File: src/rtl/i2c_slave_ctrl_if.sv
// Signal bundle between the I2C responder and its surroundings: open-drain bus levels and
// pull-low enables, plus the local byte handshake (rx_data/rx_valid, tx_data/tx_req/tx_ready, busy).
interface i2c_slave_ctrl_if;
    logic       scl_in;
    logic       sda_in;
    logic       sda_oe;
    logic       scl_oe;
    logic [7:0] rx_data;
    logic       rx_valid;
    logic [7:0] tx_data;
    logic       tx_req;
    logic       tx_ready;
    logic       busy;

    modport slave (
        input  scl_in, sda_in, tx_data, tx_ready,
        output sda_oe, scl_oe, rx_data, rx_valid, tx_req, busy
    );

    modport master (
        output scl_in, sda_in, tx_data, tx_ready,
        input  sda_oe, scl_oe, rx_data, rx_valid, tx_req, busy
    );
endinterface

File: src/rtl/i2c_slave_ctrl.sv
// I2C responder: oversampled SCL/SDA, START/STOP detection, 7-bit address match, byte write and read.
// Define SCL_STRETCH_EN to hold SCL low on a read while tx_ready is low; otherwise scl_oe is tied 0.
module i2c_slave_ctrl #(
    parameter logic [6:0] SLAVE_ADDR  = 7'b001_0000,
    parameter int         SYNC_STAGES = 2
) (
    input logic             clk,
    input logic             rst_n,
    i2c_slave_ctrl_if.slave bus
);
    localparam int NSYNC = (SYNC_STAGES < 2) ? 2 : SYNC_STAGES;

    localparam logic [2:0] S_IDLE     = 3'd0;
    localparam logic [2:0] S_ADDR     = 3'd1;
    localparam logic [2:0] S_ADDR_ACK = 3'd2;
    localparam logic [2:0] S_WR_DATA  = 3'd3;
    localparam logic [2:0] S_WR_ACK   = 3'd4;
    localparam logic [2:0] S_RD_DATA  = 3'd5;
    localparam logic [2:0] S_RD_ACK   = 3'd6;
    localparam logic [2:0] S_IGNORE   = 3'd7;

    logic [NSYNC-1:0] scl_sync_q, scl_sync_d;
    logic [NSYNC-1:0] sda_sync_q, sda_sync_d;
    logic             scl_prev_q, scl_prev_d;
    logic             sda_prev_q, sda_prev_d;

    logic       scl_s, sda_s;
    logic       scl_rise, scl_fall, start_det, stop_det;

    logic [2:0] state_q, state_d;
    logic [3:0] bit_cnt_q, bit_cnt_d;
    logic [7:0] shift_q, shift_d;
    logic [7:0] tx_shift_q, tx_shift_d;
    logic       rw_q, rw_d;
    logic       sda_oe_q, sda_oe_d;
    logic       busy_q, busy_d;
    logic [7:0] rx_data_q, rx_data_d;
    logic       rx_valid_q, rx_valid_d;
    logic       tx_req_q, tx_req_d;
    logic       fetch_tx, load_tx;

`ifdef SCL_STRETCH_EN
    logic       scl_oe_q, scl_oe_d;
    logic       wait_q, wait_d;
    logic       rel_q, rel_d;
`endif

    // Synchronizers preset high so the idle bus shows no edge when reset is released.
    always_comb begin
        scl_sync_d = {scl_sync_q[NSYNC-2:0], bus.scl_in};
        sda_sync_d = {sda_sync_q[NSYNC-2:0], bus.sda_in};
        scl_prev_d = scl_s;
        sda_prev_d = sda_s;
    end

    always_ff @(posedge clk or negedge rst_n) begin
        if (!rst_n) begin
            scl_sync_q <= '1;
            sda_sync_q <= '1;
            scl_prev_q <= 1'b1;
            sda_prev_q <= 1'b1;
        end else begin
            scl_sync_q <= scl_sync_d;
            sda_sync_q <= sda_sync_d;
            scl_prev_q <= scl_prev_d;
            sda_prev_q <= sda_prev_d;
        end
    end

    assign scl_s     = scl_sync_q[NSYNC-1];
    assign sda_s     = sda_sync_q[NSYNC-1];
    assign scl_rise  = scl_s & ~scl_prev_q;
    assign scl_fall  = ~scl_s & scl_prev_q;
    assign start_det = scl_s & scl_prev_q & sda_prev_q & ~sda_s;
    assign stop_det  = scl_s & scl_prev_q & ~sda_prev_q & sda_s;

    always_comb begin
        state_d    = state_q;
        bit_cnt_d  = bit_cnt_q;
        shift_d    = shift_q;
        tx_shift_d = tx_shift_q;
        rw_d       = rw_q;
        sda_oe_d   = sda_oe_q;
        busy_d     = busy_q;
        rx_data_d  = rx_data_q;
        rx_valid_d = 1'b0;
        tx_req_d   = 1'b0;
        fetch_tx   = 1'b0;
        load_tx    = 1'b0;
`ifdef SCL_STRETCH_EN
        scl_oe_d   = rel_q ? 1'b0 : scl_oe_q;
        wait_d     = wait_q;
        rel_d      = 1'b0;
`endif

        if (stop_det) begin
            state_d   = S_IDLE;
            sda_oe_d  = 1'b0;
            busy_d    = 1'b0;
            bit_cnt_d = 4'd0;
`ifdef SCL_STRETCH_EN
            wait_d    = 1'b0;
            scl_oe_d  = 1'b0;
`endif
        end else if (start_det) begin
            state_d   = S_ADDR;
            sda_oe_d  = 1'b0;
            busy_d    = 1'b0;
            bit_cnt_d = 4'd0;
`ifdef SCL_STRETCH_EN
            wait_d    = 1'b0;
            scl_oe_d  = 1'b0;
`endif
        end
`ifdef SCL_STRETCH_EN
        else if (wait_q) begin
            if (bus.tx_ready) begin
                load_tx = 1'b1;
                wait_d  = 1'b0;
                rel_d   = 1'b1;
            end
        end
`endif
        else begin
            case (state_q)
                S_ADDR: begin
                    if (scl_rise) begin
                        shift_d = {shift_q[6:0], sda_s};
                        if (bit_cnt_q == 4'd7) begin
                            bit_cnt_d = 4'd0;
                            if (shift_d[7:1] == SLAVE_ADDR) begin
                                state_d  = S_ADDR_ACK;
                                busy_d   = 1'b1;
                                rw_d     = shift_d[0];
                                tx_req_d = shift_d[0];
                            end else begin
                                state_d = S_IGNORE;
                            end
                        end else begin
                            bit_cnt_d = bit_cnt_q + 4'd1;
                        end
                    end
                end
                // First fall drives the ACK, second fall ends the 9th clock.
                S_ADDR_ACK, S_WR_ACK: begin
                    if (scl_fall) begin
                        if (bit_cnt_q == 4'd0) begin
                            sda_oe_d  = 1'b1;
                            bit_cnt_d = 4'd1;
                        end else if (state_q == S_ADDR_ACK && rw_q) begin
                            fetch_tx = 1'b1;
                        end else begin
                            sda_oe_d  = 1'b0;
                            bit_cnt_d = 4'd0;
                            state_d   = S_WR_DATA;
                        end
                    end
                end
                S_WR_DATA: begin
                    if (scl_rise) begin
                        shift_d = {shift_q[6:0], sda_s};
                        if (bit_cnt_q == 4'd7) begin
                            rx_data_d  = shift_d;
                            rx_valid_d = 1'b1;
                            bit_cnt_d  = 4'd0;
                            state_d    = S_WR_ACK;
                        end else begin
                            bit_cnt_d = bit_cnt_q + 4'd1;
                        end
                    end
                end
                // bit_cnt counts bits already placed on the bus; the MSB went out at load time.
                S_RD_DATA: begin
                    if (scl_fall) begin
                        if (bit_cnt_q == 4'd8) begin
                            sda_oe_d  = 1'b0;
                            bit_cnt_d = 4'd0;
                            state_d   = S_RD_ACK;
                        end else begin
                            sda_oe_d   = ~tx_shift_q[7];
                            tx_shift_d = {tx_shift_q[6:0], 1'b0};
                            bit_cnt_d  = bit_cnt_q + 4'd1;
                        end
                    end
                end
                S_RD_ACK: begin
                    if (scl_rise && bit_cnt_q == 4'd0) begin
                        if (!sda_s) begin
                            tx_req_d  = 1'b1;
                            bit_cnt_d = 4'd1;
                        end else begin
                            state_d = S_IGNORE;
                        end
                    end else if (scl_fall && bit_cnt_q == 4'd1) begin
                        fetch_tx = 1'b1;
                    end
                end
                default: ;
            endcase
        end

        if (fetch_tx) begin
`ifdef SCL_STRETCH_EN
            if (bus.tx_ready) begin
                load_tx = 1'b1;
            end else begin
                wait_d   = 1'b1;
                scl_oe_d = 1'b1;
            end
`else
            load_tx = 1'b1;
`endif
        end

        if (load_tx) begin
            tx_shift_d = {bus.tx_data[6:0], 1'b0};
            sda_oe_d   = ~bus.tx_data[7];
            bit_cnt_d  = 4'd1;
            state_d    = S_RD_DATA;
        end
    end

    always_ff @(posedge clk or negedge rst_n) begin
        if (!rst_n) begin
            state_q    <= S_IDLE;
            bit_cnt_q  <= 4'd0;
            shift_q    <= 8'd0;
            tx_shift_q <= 8'd0;
            rw_q       <= 1'b0;
            sda_oe_q   <= 1'b0;
            busy_q     <= 1'b0;
            rx_data_q  <= 8'd0;
            rx_valid_q <= 1'b0;
            tx_req_q   <= 1'b0;
        end else begin
            state_q    <= state_d;
            bit_cnt_q  <= bit_cnt_d;
            shift_q    <= shift_d;
            tx_shift_q <= tx_shift_d;
            rw_q       <= rw_d;
            sda_oe_q   <= sda_oe_d;
            busy_q     <= busy_d;
            rx_data_q  <= rx_data_d;
            rx_valid_q <= rx_valid_d;
            tx_req_q   <= tx_req_d;
        end
    end

`ifdef SCL_STRETCH_EN
    always_ff @(posedge clk or negedge rst_n) begin
        if (!rst_n) begin
            scl_oe_q <= 1'b0;
            wait_q   <= 1'b0;
            rel_q    <= 1'b0;
        end else begin
            scl_oe_q <= scl_oe_d;
            wait_q   <= wait_d;
            rel_q    <= rel_d;
        end
    end

    assign bus.scl_oe = scl_oe_q;
`else
    logic unused_tx_ready;
    assign unused_tx_ready = bus.tx_ready;
    assign bus.scl_oe      = 1'b0;
`endif

    assign bus.sda_oe   = sda_oe_q;
    assign bus.busy     = busy_q;
    assign bus.rx_data  = rx_data_q;
    assign bus.rx_valid = rx_valid_q;
    assign bus.tx_req   = tx_req_q;
endmodule
File: src/flat_wrapper.sv
// flat-port wrapper written by rule: the top's interface ports become plain ports
module i2c_slave_ctrl_flat 
#(
    parameter logic [6:0] SLAVE_ADDR  = 7'b001_0000,
    parameter int         SYNC_STAGES = 2
)
  (clk, rst_n, bus_scl_in, bus_sda_in, bus_tx_data, bus_tx_ready, bus_sda_oe, bus_scl_oe, bus_rx_data, bus_rx_valid, bus_tx_req, bus_busy);
  i2c_slave_ctrl_if bus_i ();
  input logic clk;
  input logic rst_n;
  input wire logic [$bits(bus_i.scl_in)-1:0] bus_scl_in;
  input wire logic [$bits(bus_i.sda_in)-1:0] bus_sda_in;
  input wire logic [$bits(bus_i.tx_data)-1:0] bus_tx_data;
  input wire logic [$bits(bus_i.tx_ready)-1:0] bus_tx_ready;
  output wire logic [$bits(bus_i.sda_oe)-1:0] bus_sda_oe;
  output wire logic [$bits(bus_i.scl_oe)-1:0] bus_scl_oe;
  output wire logic [$bits(bus_i.rx_data)-1:0] bus_rx_data;
  output wire logic [$bits(bus_i.rx_valid)-1:0] bus_rx_valid;
  output wire logic [$bits(bus_i.tx_req)-1:0] bus_tx_req;
  output wire logic [$bits(bus_i.busy)-1:0] bus_busy;
  assign bus_i.scl_in = bus_scl_in;
  assign bus_i.sda_in = bus_sda_in;
  assign bus_i.tx_data = bus_tx_data;
  assign bus_i.tx_ready = bus_tx_ready;
  assign bus_sda_oe = bus_i.sda_oe;
  assign bus_scl_oe = bus_i.scl_oe;
  assign bus_rx_data = bus_i.rx_data;
  assign bus_rx_valid = bus_i.rx_valid;
  assign bus_tx_req = bus_i.tx_req;
  assign bus_busy = bus_i.busy;
  i2c_slave_ctrl #(.SLAVE_ADDR(SLAVE_ADDR), .SYNC_STAGES(SYNC_STAGES)) u_core (.clk(clk), .rst_n(rst_n), .bus(bus_i));
endmodule
File: config.mk
export PLATFORM = sky130hd
export DESIGN_NAME = i2c_slave_ctrl_flat
export DESIGN_NICKNAME = d
export VERILOG_FILES = /design/src/rtl/i2c_slave_ctrl_if.sv /design/src/rtl/i2c_slave_ctrl.sv /design/src/flat_wrapper.sv
export SDC_FILE = /design/constraint.sdc
export NUM_CORES = 1
export LEC_CHECK = 0
export BUFFER_PORTS_ARGS = -buffer_cell sky130_fd_sc_hd__buf_2
export CORE_ASPECT_RATIO = 0.75
export CORE_MARGIN = 2
export CORE_UTILIZATION = 38
export CTS_CLUSTER_SIZE = 12
export DETAILED_ROUTE_END_ITERATION = 16
export PLACE_DENSITY = 0.54
export SLEW_MARGIN = 20
export SYNTH_ARGS = -nofsm -noshare
export SYNTH_HDL_FRONTEND = slang
export SYNTH_SLANG_ARGS = --single-unit
export TNS_END_PERCENT = 30
File: constraint.sdc
create_clock -name clk -period 2.7 [get_ports clk]
set_input_delay 0.54 -clock clk [delete_from_list [all_inputs] [get_ports clk]]
set_output_delay 0.54 -clock clk [all_outputs]
set_load 0.005 [all_outputs]
Word level (Yosys, flattened, before mapping)
Cells that the tools add are included.
{ "op_classes": {"n_addsub": 1, "n_eq_ne": 27, "n_mux": 72, "n_bitwise": 15, "n_reduce_logical": 23} }
{ "op_table": {"columns": ["cell", "count"], "rows": [
  ["!= test 5 x 1 -> 1 bit (second input constant)", 10],
  ["two-way mux 4 bit", 12],
  ["two-way mux 8 bit", 6],
  ["two-way mux 3 bit", 15],
  ["two-way mux 1 bit", 34],
  ["case mux 4 bit (4 select lines)", 1],
  ["case mux 3 bit (5 select lines)", 1],
  ["AND reduction 12 bit", 1],
  ["AND reduction 4 bit", 3],
  ["nonzero test 3 bit", 4],
  ["!= test 5 x 2 -> 1 bit (second input constant)", 2],
  ["AND reduction 5 bit", 2],
  ["equality test 3 bit (second input constant)", 3],
  ["NOT 1 bit", 8],
  ["nonzero test 8 bit", 1],
  ["AND 1 bit", 7],
  ["equality test 7 x 5 -> 1 bit (second input constant)", 1],
  ["AND reduction 7 bit", 1],
  ["nonzero test 7 bit", 1],
  ["equality test 3 x 2 -> 1 bit (second input constant)", 2],
  ["!= test 6 x 2 -> 1 bit (second input constant)", 1],
  ["case mux 1 bit (2 select lines)", 3],
  ["AND reduction 6 bit", 1],
  ["!= test 5 bit (second input constant)", 1],
  ["other kinds (12)", 17]
]} }
{ "word_totals": {"register_bits": 41, "word_cells": 152} }

Depth between registers and ports, before layout
Gate-level depths: netlist of the first run.
{ "logic_depth": {"ltp_word": 11, "mapped_depth": 9} }

Worst setup path after synthesis of the first run
Ideal clock, no wire load.
{ "synth_path": {"path_type": "reg-to-reg", "start": "reg u_core.bit_cnt_q[0]", "end": "reg u_core.state_q[2]", "setup_time_ns": 0.126, "arrival_ns": 1.934, "required_time_ns": 2.574, "path_slack_ns": 0.640, "stages_incl_launch_ff": 9, "synth_period_minus_slack_ns": 2.060, "cell_sequence": "dfrtp_1 -> inv_1 -> ha_1 -> or3b_1 -> buf_6 -> nor2_2 -> o21ai_2 -> o311a_1 -> a311o_1"} }
{ "synth_between": {"elab_chain_cells": 10} }
{ "synth_lines": {"columns": ["element", "line", "source"], "rows": [
  ["start: declaration", "i2c_slave_ctrl.sv:31", "logic [3:0] bit_cnt_q, bit_cnt_d;"],
  ["start signal: assignment", "i2c_slave_ctrl.sv:237", "bit_cnt_q <= bit_cnt_d;"],
  ["equality test 4 x 1 -> 1 bit", "i2c_slave_ctrl.sv:194", "end else if (scl_fall && bit_cnt_q == 4'd1) begin"],
  ["logical AND 1 bit", "i2c_slave_ctrl.sv:194", null],
  ["two-way mux 1 bit", "i2c_slave_ctrl.sv:194", null],
  ["two-way mux 1 bit", "i2c_slave_ctrl.sv:187", "if (scl_rise && bit_cnt_q == 4'd0) begin"],
  ["case mux 1 bit (2 select lines)", "i2c_slave_ctrl.sv:125", "case (state_q)"],
  ["two-way mux 1 bit", "i2c_slave_ctrl.sv:105", "end else if (start_det) begin"],
  ["two-way mux 1 bit", "i2c_slave_ctrl.sv:96", "if (stop_det) begin"],
  ["two-way mux 1 bit", "i2c_slave_ctrl.sv:202", "if (fetch_tx) begin"],
  ["!= test 5 x 1 -> 1 bit (no line) (tied with other cells)", null, null],
  ["AND reduction 12 bit (no line)", null, null],
  ["end signal: assignment", "i2c_slave_ctrl.sv:236", "state_q <= state_d;"],
  ["end: declaration", "i2c_slave_ctrl.sv:30", "logic [2:0] state_q, state_d;"]
]} }
Several ways; a longest one is shown, not always the timed one.
A chain may end at the register's enable or synchronous reset.

Worst setup path after layout of the first run
{ "layout_path": {"start": "reg u_core.bit_cnt_q[0]", "end": "reg u_core.bit_cnt_q[1]"} }
{ "layout_between": {"elab_chain_cells": 10} }
{ "layout_lines": {"columns": ["element", "line"], "rows": [
  ["equality test 4 x 1 -> 1 bit", "i2c_slave_ctrl.sv:194"],
  ["logical AND 1 bit", "i2c_slave_ctrl.sv:194"],
  ["two-way mux 1 bit", "i2c_slave_ctrl.sv:194"],
  ["two-way mux 1 bit", "i2c_slave_ctrl.sv:187"],
  ["case mux 1 bit (2 select lines)", "i2c_slave_ctrl.sv:125"],
  ["two-way mux 1 bit", "i2c_slave_ctrl.sv:105"],
  ["two-way mux 1 bit", "i2c_slave_ctrl.sv:96"],
  ["two-way mux 1 bit", "i2c_slave_ctrl.sv:202"],
  ["!= test 6 x 2 -> 1 bit (no line) (tied with other cells)", null],
  ["AND reduction 7 bit (no line)", null]
]} }
Several ways; a longest one is shown, not always the timed one. The select of a mux whose other input is x is not followed.

==> flow_summary_export.csv, run 1 <==
group,metric,value,unit
logic_synthesis,synth-edff-count,0,
sta,setup_violations,0,
power_and_ir_drop,power_density,839.1,nW/µm²
floorplanning,die_h,67.85,µm
power_and_ir_drop,vdd_ir_drop_max,0.2989,mV
sta,hold_viol,0,
clock_tree,cts.repair.resized,0,
sta,worst_slack,375.3,ps
layout,synthToLayoutAreaGrowth,12.23,%
placement,place_ws,397.1,ps
floorplanning,start_util,0.3901,
worst_setup_path,max_stage_delay,520,ps
logic_synthesis,ys_types,64,
clock_tree,cts_num_sinks,40,
logic_synthesis,synth_top_cell_area_share,0.4119,
worst_setup_path,worst_ep_arrival_time,2510,ps
logic_synthesis,synth_seq_cells,40,
floorplanning,core_area,5295,µm²
sta,worstMarginPinSlew,858.4,ps
routing,viasPerCell,5.159,
logic_synthesis,synth_area_leaders,"dfrtp_1 41%, dfstp_2 7.6%, nand2_1 6.7%, mux2_1 3.3%, a21o_1 1.8%",
routing,via_count,1558,
clock_tree,clockRootBuffer,"clkbuf_8",
sta,finalClockSkew,3.890,ps
logic_synthesis,yosysMostFrequentCell,"nand2_1",
sta,relSlewSlack,0.4277,
placement,hpwl,2.931,mm
worst_setup_path,startpoint,"u_core.bit_cnt_q[0]",
logic_synthesis,yosys.area.top_type,"dfrtp_1",
logic_synthesis,synthFlopType,"dfrtp_1",
sta,slew_violations,0,
placement,numPortBuffers,23,
worst_setup_path,cp-start-kind,"flip-flop",
logic_synthesis,synth_fp_nets,218,
logic_synthesis,seq_area_frac_synth,0.4882,
worst_setup_path,critical_path.cell_chain,"inv_1 > ha_1 > or3b_1 > o31ai_1 > a21oi_1 > or2_1 > a31o_1",
clock_tree,clockBufferDepth,2,
routing,drc,0,
flow_run,drv_cap,0,
grt,grt_pass1_vias,1380,
layout,nets,242,
sta,timing.final.crit_share,0.8610,
grt,antenna_found_initial,0,
clock_tree,cts_tree,"done",
sta,setup_tns,0,ps
layout,num_antenna_cells,0,
routing,post_drt_wl_per_cell,13.79,µm
worst_setup_path,reg2reg_depth,7,
worst_setup_path,r2r-end,"u_core.bit_cnt_q[1]",
routing,final_antenna_net_count,0,
routing,drt_first_pass_iters,4,
clock_tree,htree_levels,2,
grt,grtUsageTotal,0.1540,
placement,gp_routability_congestion,0.7895,
layout,drive_gt1_frac,0.2115,
floorplanning,io_pins,26,
worst_setup_path,r2r_slack,380,ps
grt,grt_pass1_wl,7.024,mm
hold_path,hp-class,"input port to asynchronous set/reset pin",
clock_tree,clkTransAtPathRegs,70,ps
worst_setup_path,crit_path_end_kind,"flip-flop",
floorplanning,die_w,89.14,µm
grt,grt_max_degree,41,
sta,grt_setup_unrepaired,"no",
clock_tree,postCtsHoldBufs,0,
worst_setup_path,critPathKind,"flip-flop to flip-flop",
worst_setup_path,cp_slowest_cell,"or3b_1",
worst_setup_path,critPathRequiredTime,2880,ps
clock_tree,postCtsSetupBuffers,0,
power_and_ir_drop,leakage,0.001116,µW
routing,wl,4.165,mm
logic_synthesis,async_reset_ff_frac,1.000,
status,status,"complete, no violations",
grt,overflow,0,
logic_synthesis,ys_warn_count,0,
clock_tree,numCtsBuffers,5,
floorplanning,rows,23,
logic_synthesis,syn_avg_cell_area,10.23,µm²
worst_setup_path,r2r_start,"u_core.bit_cnt_q[0]",
routing,drtIter0Drc,127,
logic_synthesis,synth_area,2066,µm²
worst_setup_path,crit_fanout,10,
logic_synthesis,synth_common_cells,"37 x nand2_1, 34 x dfrtp_1",
floorplanning,die_area,6048,µm²
sta,fin_crit,2325,ps
clock_tree,clock_latency,290,ps
layout,utilization,0.4379,
sta,fmax,430.2,MHz
logic_synthesis,postSynthCellCount,202,
## cell families after synthesis
group / share of synthesized area
buffers and inverters: 0.04906
multiplexers: 0.06359
adder cells (fa/ha/maj): 0.01817
other: 0.001815
XOR/XNOR: 0.004241
AND/OR/NAND/NOR: 0.1908
AO/OA/AOI/OAI: 0.1841
flip-flops: 0.4882
## state kept, by name, indices dropped and copies added, names as in the netlist
signal	cells
u_core.bit_cnt_q	4
u_core.bus.busy	1
u_core.bus.rx_data	8
u_core.bus.rx_valid	1
u_core.bus.sda_oe	1
u_core.bus.tx_req	1
u_core.rw_q	1
u_core.scl_prev_q	1
u_core.scl_sync_q	2
u_core.sda_prev_q	1
u_core.sda_sync_q	2
u_core.shift_q	7
u_core.state_q	3
u_core.tx_shift_q	7
## layout by cell type, fill, tap and decap left out, types with 3 or more instances in the layout
master,count
o21ai_1,4
dfstp_2,6
clkbuf_8,5
buf_2,23
nand2_1,37
a21o_1,5
nand3_1,5
a21oi_1,3
buf_4,5
o22ai_1,4
inv_1,6
dfrtp_1,34
mux2_2,3
mux2_1,6
mux2i_1,3
nor2_1,5
o21ai_0,5
a22o_1,4
nand3b_1,3
ha_1,3
## metal layers
metal,global-route usage,vias to the layer above,share of wire
met1,0.2504,743,0.56
met4,0.04478,0,0.0070
met3,0.03619,4,0.044
li1,-,777,-
met2,0.1972,34,0.39
met5,0,-,0
## critical path: cells and delay by family (launching register included)
kind            cells  cell delay [ps]
simple gates        2              820
fa+ha+maj           1              160
flops               1              450
compound gates      3              710
buf+inv             1               80
## report_power, final
part / switching (µW) / internal, µW / total (µW)
logic: 376 / 300 / 676
registers: 140 / 746 / 886
clock network: 202 / 181 / 384
## how the worst max path moves through the flow
stage                                to  cells after the start
global route        u_core.bit_cnt_q[1]                      7
detailed placement  u_core.bit_cnt_q[1]                      7
global placement    u_core.bit_cnt_q[1]                      7
CTS                 u_core.bit_cnt_q[1]                      7
finish              u_core.bit_cnt_q[1]                      7
floorplan             u_core.state_q[2]                      8
## area by class of cell
cell class,instances,area (µm²)
clock buffers,7,76.32
repair buffers,28,152.6
fillers,539,2977
well taps,75,93.84
multi-input cells,144,955.9
flip-flops and latches,40,1008
inverters,7,26.28
clock inverters,1,5.005
## through the flow
stage | instance area [µm²] | hold WS, ps | std cells | power [µW]
3_3_place_gp | 2237 | 345.9 | 294 | 1565
6_report | 2318 | 346.9 | 302 | 1945
3_5_place_dp | 2237 | 347.3 | 294 | 1566
5_1_grt | 2318 | 323.8 | 302 | 2101
2_1_floorplan | 2066 | 244.4 | 202 | 1426
4_1_cts | 2318 | 332.5 | 302 | 1958
Power figures use the tool's default switching activity.
==> run 2: changes to the inputs <==
- RECOVER_POWER: default -> 50
==> run 2 against run 1 <==
  * The run now ends with capacitance limit, slew limit left
  * Register-to-register slack about the same
  * Critical endpoint unchanged
  * Critical path type unchanged
  * Maximum frequency did not move
  * Largest power group unchanged
  * Routed wire length is essentially flat
  * Clock skew hardly changed
  * Hold slack about the same
  * Largest cell class unchanged
  * Power barely moved
  * Critical path depth stayed put
  * Setup slack is the same
==> flow_summary_export.csv, run 2 (same netlist as run 1, synthesis figures left out) <==
group,metric,value,unit
status,status,"finished with violations",
status,violations,"capacitance limit, slew limit",
layout,layout_commonest_cell,"nand2_1",
worst_setup_path,cp-start-kind,"flip-flop",
worst_setup_path,worst-path-stages,7,
placement,gp_routability_congestion,0.7895,
layout,num_antenna_cells,0,
power_and_ir_drop,p_seq_frac,0.455,
power_and_ir_drop,leakage,0.001112,µW
hold_path,hp-class,"input port to flip-flop",
worst_setup_path,critPathKind,"flip-flop to flip-flop",
clock_tree,postCtsSetupBuffers,0,
sta,relSlewSlack,-0.3735,
routing,wl,4.163,mm
grt,antenna_found_initial,0,
routing,via_count,1558,
layout,nets,242,
clock_tree,cts_num_sinks,40,
power_and_ir_drop,vdd_ir_drop_max,0.2977,mV
worst_setup_path,crit_family,"simple AND/OR/NAND/NOR gates",
power_and_ir_drop,internal_power,1226,µW
placement,numPortBuffers,23,
sta,finalClockSkew,3.936,ps
clock_tree,numCtsBuffers,5,
routing,viasPerCell,5.159,
sta,hold_viol,0,
routing,drt_first_pass_iters,4,
flow_run,drv_cap,1,
grt,grtUsageTotal,0.1540,
grt,grt_pass1_wl,7.024,mm
grt,grt_pass1_vias,1380,
sta,fmax,430.2,MHz
clock_tree,clockRootBuffer,"clkbuf_8",
sta,worst_slack,375.3,ps
sta,slew_violations,41,
placement,hpwl,2.931,mm
floorplanning,io_pins,26,
layout,nFillCells,537,
sta,setup_violations,0,
layout,utilization,0.4376,
grt,grt_max_degree,41,
layout,stdcell_count,302,
worst_setup_path,critical_path.cell_chain,"inv_1 > ha_1 > or3b_1 > o31ai_1 > a21oi_1 > or2_1 > a31o_1",
power_and_ir_drop,switching_power,718.2,µW
power_and_ir_drop,p_clk_frac,0.197,
layout,final_cell_mix,"37 x nand2_1, 34 x dfrtp_1, 22 x buf_2",
sta,grt_setup_unrepaired,"no",
hold_path,whs_path_depth,1,
worst_setup_path,critPathRequiredTime,2880,ps
clock_tree,postCtsHoldBufs,0,
worst_setup_path,cp.buffers_inverters,1,
placement,place_ws,397.1,ps
clock_tree,clkTransAtPathRegs,70,ps
routing,final_antenna_net_count,0,
routing,drtIter0Drc,127,
clock_tree,clock_latency,290,ps
sta,setup_tns,0,ps
worst_setup_path,crit_fanout,10,
layout,synthToLayoutAreaGrowth,12.17,%
routing,post_drt_wl_per_cell,13.78,µm
clock_tree,htree_levels,2,
grt,overflow,0,
placement,place_inst,294,
sta,fin_crit,2325,ps
floorplanning,die_h,67.85,µm
floorplanning,rows,23,
power_and_ir_drop,power_density,839.1,nW/µm²
clock_tree,cts.repair.resized,0,
layout,drive_gt1_frac,0.1982,
floorplanning,core_area,5295,µm²
sta,timing.final.crit_share,0.8610,
worst_setup_path,cp_slowest_cell,"or3b_1",
power_and_ir_drop,combinationalPowerShare,0.348,
floorplanning,start_util,0.3901,
clock_tree,clockBufferDepth,2,
worst_setup_path,worst_ep_arrival_time,2510,ps
worst_setup_path,reg2reg_depth,7,
floorplanning,die_w,89.14,µm
worst_setup_path,crit_path_end_kind,"flip-flop",
floorplanning,die_area,6048,µm²
routing,drc,0,
layout,largest_reg_flops,8,
worst_setup_path,max_stage_delay,520,ps
sta,worstMarginPinSlew,2060,ps
power_and_ir_drop,switching_share,0.3694,
clock_tree,cts_tree,"done",
[run 2: cell count changes in the layout (fill, tap and decap cells not counted)]
cell / before / now
dfstp_2: 6 / 4
clkbuf_1: 2 / 3
dfstp_1: 0 / 2
buf_2: 23 / 22
[run 2: layer usage]
layer,GRT usage,vias up,part of all wire
met1,0.2504,743,0.56
met4,0.04478,0,0.0070
met5,0,-,0
met3,0.03619,4,0.044
li1,-,777,-
met2,0.1972,34,0.39
[run 2: worst register-to-register path, cell delays in order, from the launching register on]
cell and delay (ps):
dfrtp_1 450, inv_1 90, ha_1 160, or3b_1 520, o31ai_1 300, a21oi_1 170
or2_1 300, a31o_1 240
[run 2: worst paths after layout]
kind,to,start,slack (ps)
setup / recovery,u_core.bit_cnt_q[1],u_core.bit_cnt_q[0],380
hold / removal,u_core.scl_sync_q[0],bus_scl_in,350
setup reg to reg,u_core.bit_cnt_q[1],u_core.bit_cnt_q[0],380
hold reg to reg,u_core.scl_sync_q[1],u_core.scl_sync_q[0],360
max in group asynchronous,u_core.bus.rx_data[0],rst_n,680
min in group asynchronous,u_core.tx_shift_q[6],rst_n,830
[run 2: cell type report]
type / count / area [µm²] / share of cell area
clock buffer: 7 / 76.32 / 0.03294
sequential: 40 / 1008 / 0.4352
inverter: 7 / 26.28 / 0.01134
timing repair buffer: 28 / 151.4 / 0.06533
multi-input combinational: 144 / 955.9 / 0.4125
tap: 75 / 93.84 / 0.04050
clock inverter: 1 / 5.005 / 0.002160
[run 2: power groups by stage]
stage | clock network, µW | registers (µW) | logic (µW)
2_1_floorplan | 0 | 840 | 586
3_3_place_gp | 0 | 894 | 671
3_5_place_dp | 0 | 894 | 672
4_1_cts | 398 | 883 | 676
5_1_grt | 426 | 908 | 765
6_report | 383 | 885 | 676
[run 2: per-stage QoR]
stage | total power (µW) | hold slack (ps) | cell area [µm²]
6_report | 1944 | 347.0 | 2317
5_1_grt | 2100 | 323.8 | 2317
4_1_cts | 1958 | 332.5 | 2318
3_5_place_dp | 1566 | 347.3 | 2237
3_3_place_gp | 1565 | 345.9 | 2237
2_1_floorplan | 1426 | 244.4 | 2066
==> run 3: changes to the inputs <==
- clock period: 2.7 -> 2.3 ns (I/O delays scaled with it)
==> run 3 against run 2 <==
  * The flow now finishes without violations
  * Hold slack worse by 83 ps
  * Critical path type unchanged
  * Critical endpoint is now u_core.bit_cnt_q[3]
  * Non-clock buffer count up 10
  * Combinational power up 33%
  * Register-to-register slack worse by 240 ps
  * Highest routed layer unchanged
  * Largest power group unchanged
  * Sequential share of layout area down 1.5 points
  * Core utilization up 1.6 points
  * Setup slack worse by 240 ps
  * Clock-buffer cell count unchanged
  * Die area unchanged
  * Via count up 2.4%
  * Largest cell class unchanged
==> flow_summary_export.csv, run 3 (same netlist as run 1, synthesis figures left out) <==
group,metric,value,unit
sta,setup_tns,0,ps
worst_setup_path,critPathRequiredTime,2480,ps
floorplanning,core_area,5295,µm²
worst_setup_path,cp_slowest_cell,"or3b_4",
grt,grtUsageTotal,0.1496,
grt,grt_pass1_vias,1407,
grt,grt_max_degree,41,
sta,relSlewSlack,0.3513,
worst_setup_path,crit_fanout,10,
floorplanning,die_area,6048,µm²
status,status,"complete, no violations",
sta,setup_violations,0,
sta,finalClockSkew,2.581,ps
worst_setup_path,crit_path_end_kind,"flip-flop",
worst_setup_path,r2r_start,"u_core.bit_cnt_q[1]",
placement,numPortBuffers,23,
floorplanning,io_pins,26,
worst_setup_path,r2r-end,"u_core.bit_cnt_q[3]",
clock_tree,numCtsBuffers,5,
floorplanning,rows,23,
worst_setup_path,max_stage_delay,450,ps
routing,final_antenna_net_count,0,
routing,post_drt_wl_per_cell,13.44,µm
layout,drive_gt1_frac,0.2447,
floorplanning,die_w,89.14,µm
routing,drc,0,
sta,hold_ws,263.8,ps
worst_setup_path,critPathKind,"flip-flop to flip-flop",
routing,wl,4.194,mm
clock_tree,clkTransAtPathRegs,70,ps
routing,drt_first_pass_iters,4,
clock_tree,cts_tree,"done",
grt,grt_pass1_wl,6.900,mm
layout,nets,252,
hold_path,worstHoldStart,"bus_sda_in",
hold_path,hp-class,"input port to flip-flop",
flow_run,drv_cap,0,
power_and_ir_drop,leakage,0.001164,µW
worst_setup_path,reg2reg_depth,7,
placement,hpwl,3.028,mm
placement,gp_routability_congestion,0.8129,
power_and_ir_drop,vdd_ir_drop_max,0.3899,mV
worst_setup_path,cp-start-kind,"flip-flop",
worst_setup_path,critical_path.cell_chain,"inv_1 > ha_1 > or3b_4 > o31ai_1 > a21oi_1 > or2_1 > a31o_1",
layout,num_antenna_cells,0,
placement,place_ws,45.77,ps
layout,layout_commonest_cell,"nand2_1",
grt,overflow,0,
routing,via_count,1595,
worst_setup_path,startpoint,"u_core.bit_cnt_q[1]",
worst_setup_path,r2r_slack,130,ps
hold_path,holdPathEnd,"u_core.sda_sync_q[0]",
layout,largest_reg_flops,8,
sta,worst_slack,131.5,ps
sta,grt_setup_unrepaired,"no",
layout,synthToLayoutAreaGrowth,16.17,%
sta,hold_viol,0,
layout,utilization,0.4532,
layout,final_cell_mix,"37 x nand2_1, 34 x dfrtp_1, 23 x buf_2",
power_and_ir_drop,power_density,980.2,nW/µm²
clock_tree,clockBufferDepth,2,
sta,fin_crit,2169,ps
worst_setup_path,worst_ep_arrival_time,2350,ps
floorplanning,die_h,67.85,µm
layout,nFillCells,555,
sta,slew_violations,0,
clock_tree,cts_num_sinks,40,
clock_tree,clockRootBuffer,"clkbuf_8",
sta,worstMarginPinSlew,973.1,ps
clock_tree,postCtsHoldBufs,0,
routing,drtIter0Drc,112,
hold_path,whs_path_depth,1,
sta,timing.final.crit_share,0.9428,
grt,antenna_found_initial,0,
clock_tree,htree_levels,2,
sta,fmax,461.1,MHz
floorplanning,start_util,0.3901,
routing,viasPerCell,5.112,
clock_tree,clock_latency,290,ps
-- run 3: changes by cell type in the layout (fill, tap and decap cells not counted), sizes merged --
cell | previous run | this run
buf | 27 | 37
-- run 3: worst max path at each step --
stage / endpoint / slack (ps) / cells past startpoint
detailed placement: u_core.state_q[1] / 50 / 7
global route: u_core.bit_cnt_q[1] / 10 / 7
global placement: u_core.bit_cnt_q[3] / 60 / 7
finish: u_core.bit_cnt_q[3] / 130 / 7
floorplan: u_core.state_q[2] / 240 / 8
CTS: u_core.bit_cnt_q[3] / 30 / 7
-- run 3: worst max-delay path, delay by kind of cell (launching register included) --
kind            cells  cell delay (ps)
compound gates      3              700
fa+ha+maj           1              160
buf+inv             1               80
flops               1              380
simple gates        2              750
-- run 3: metal layers --
metal  vias to the layer above  part of all wire  GRT usage
met4                         0            0.0041    0.04478
met1                       766              0.56     0.2388
li1                        799                 -          -
met3                         2             0.037    0.03739
met5                         -                 0          0
met2                        28              0.40     0.1944
-- run 3: through the flow --
step / power (µW) / std cells / cell area [µm²]
after detailed placement: 1894 / 304 / 2312
final: 2352 / 312 / 2400
after global placement: 1896 / 304 / 2312
after global routing: 2533 / 312 / 2400
after floorplan: 1674 / 202 / 2066
after CTS: 2350 / 312 / 2394
-- run 3: area by class of cell --
class	instances	area, µm²	share of cell area
Clock buffer	7	76.32	0.03180
Clock inverter	1	5.005	0.002086
Inverter	7	26.28	0.01095
Multi-Input combinational cell	144	964.7	0.4020
Sequential cell	40	1008	0.4202
Tap cell	75	93.84	0.03910
Timing Repair Buffer	38	225.2	0.09385
-- run 3: timing repair --
action                                  4_1_cts  5_1_grt
buffers inserted                              0        0
endpoints found under the setup margin        0        6
resized for setup                             0        2
-- run 3: where the power goes --
group          leakage, µW  internal, µW  total (µW)  switching [µW]
clock network    0.0000422           213         449             236
registers         0.000512           875        1010             132
logic             0.000609           418         896             479
total              0.00116          1510        2350             847
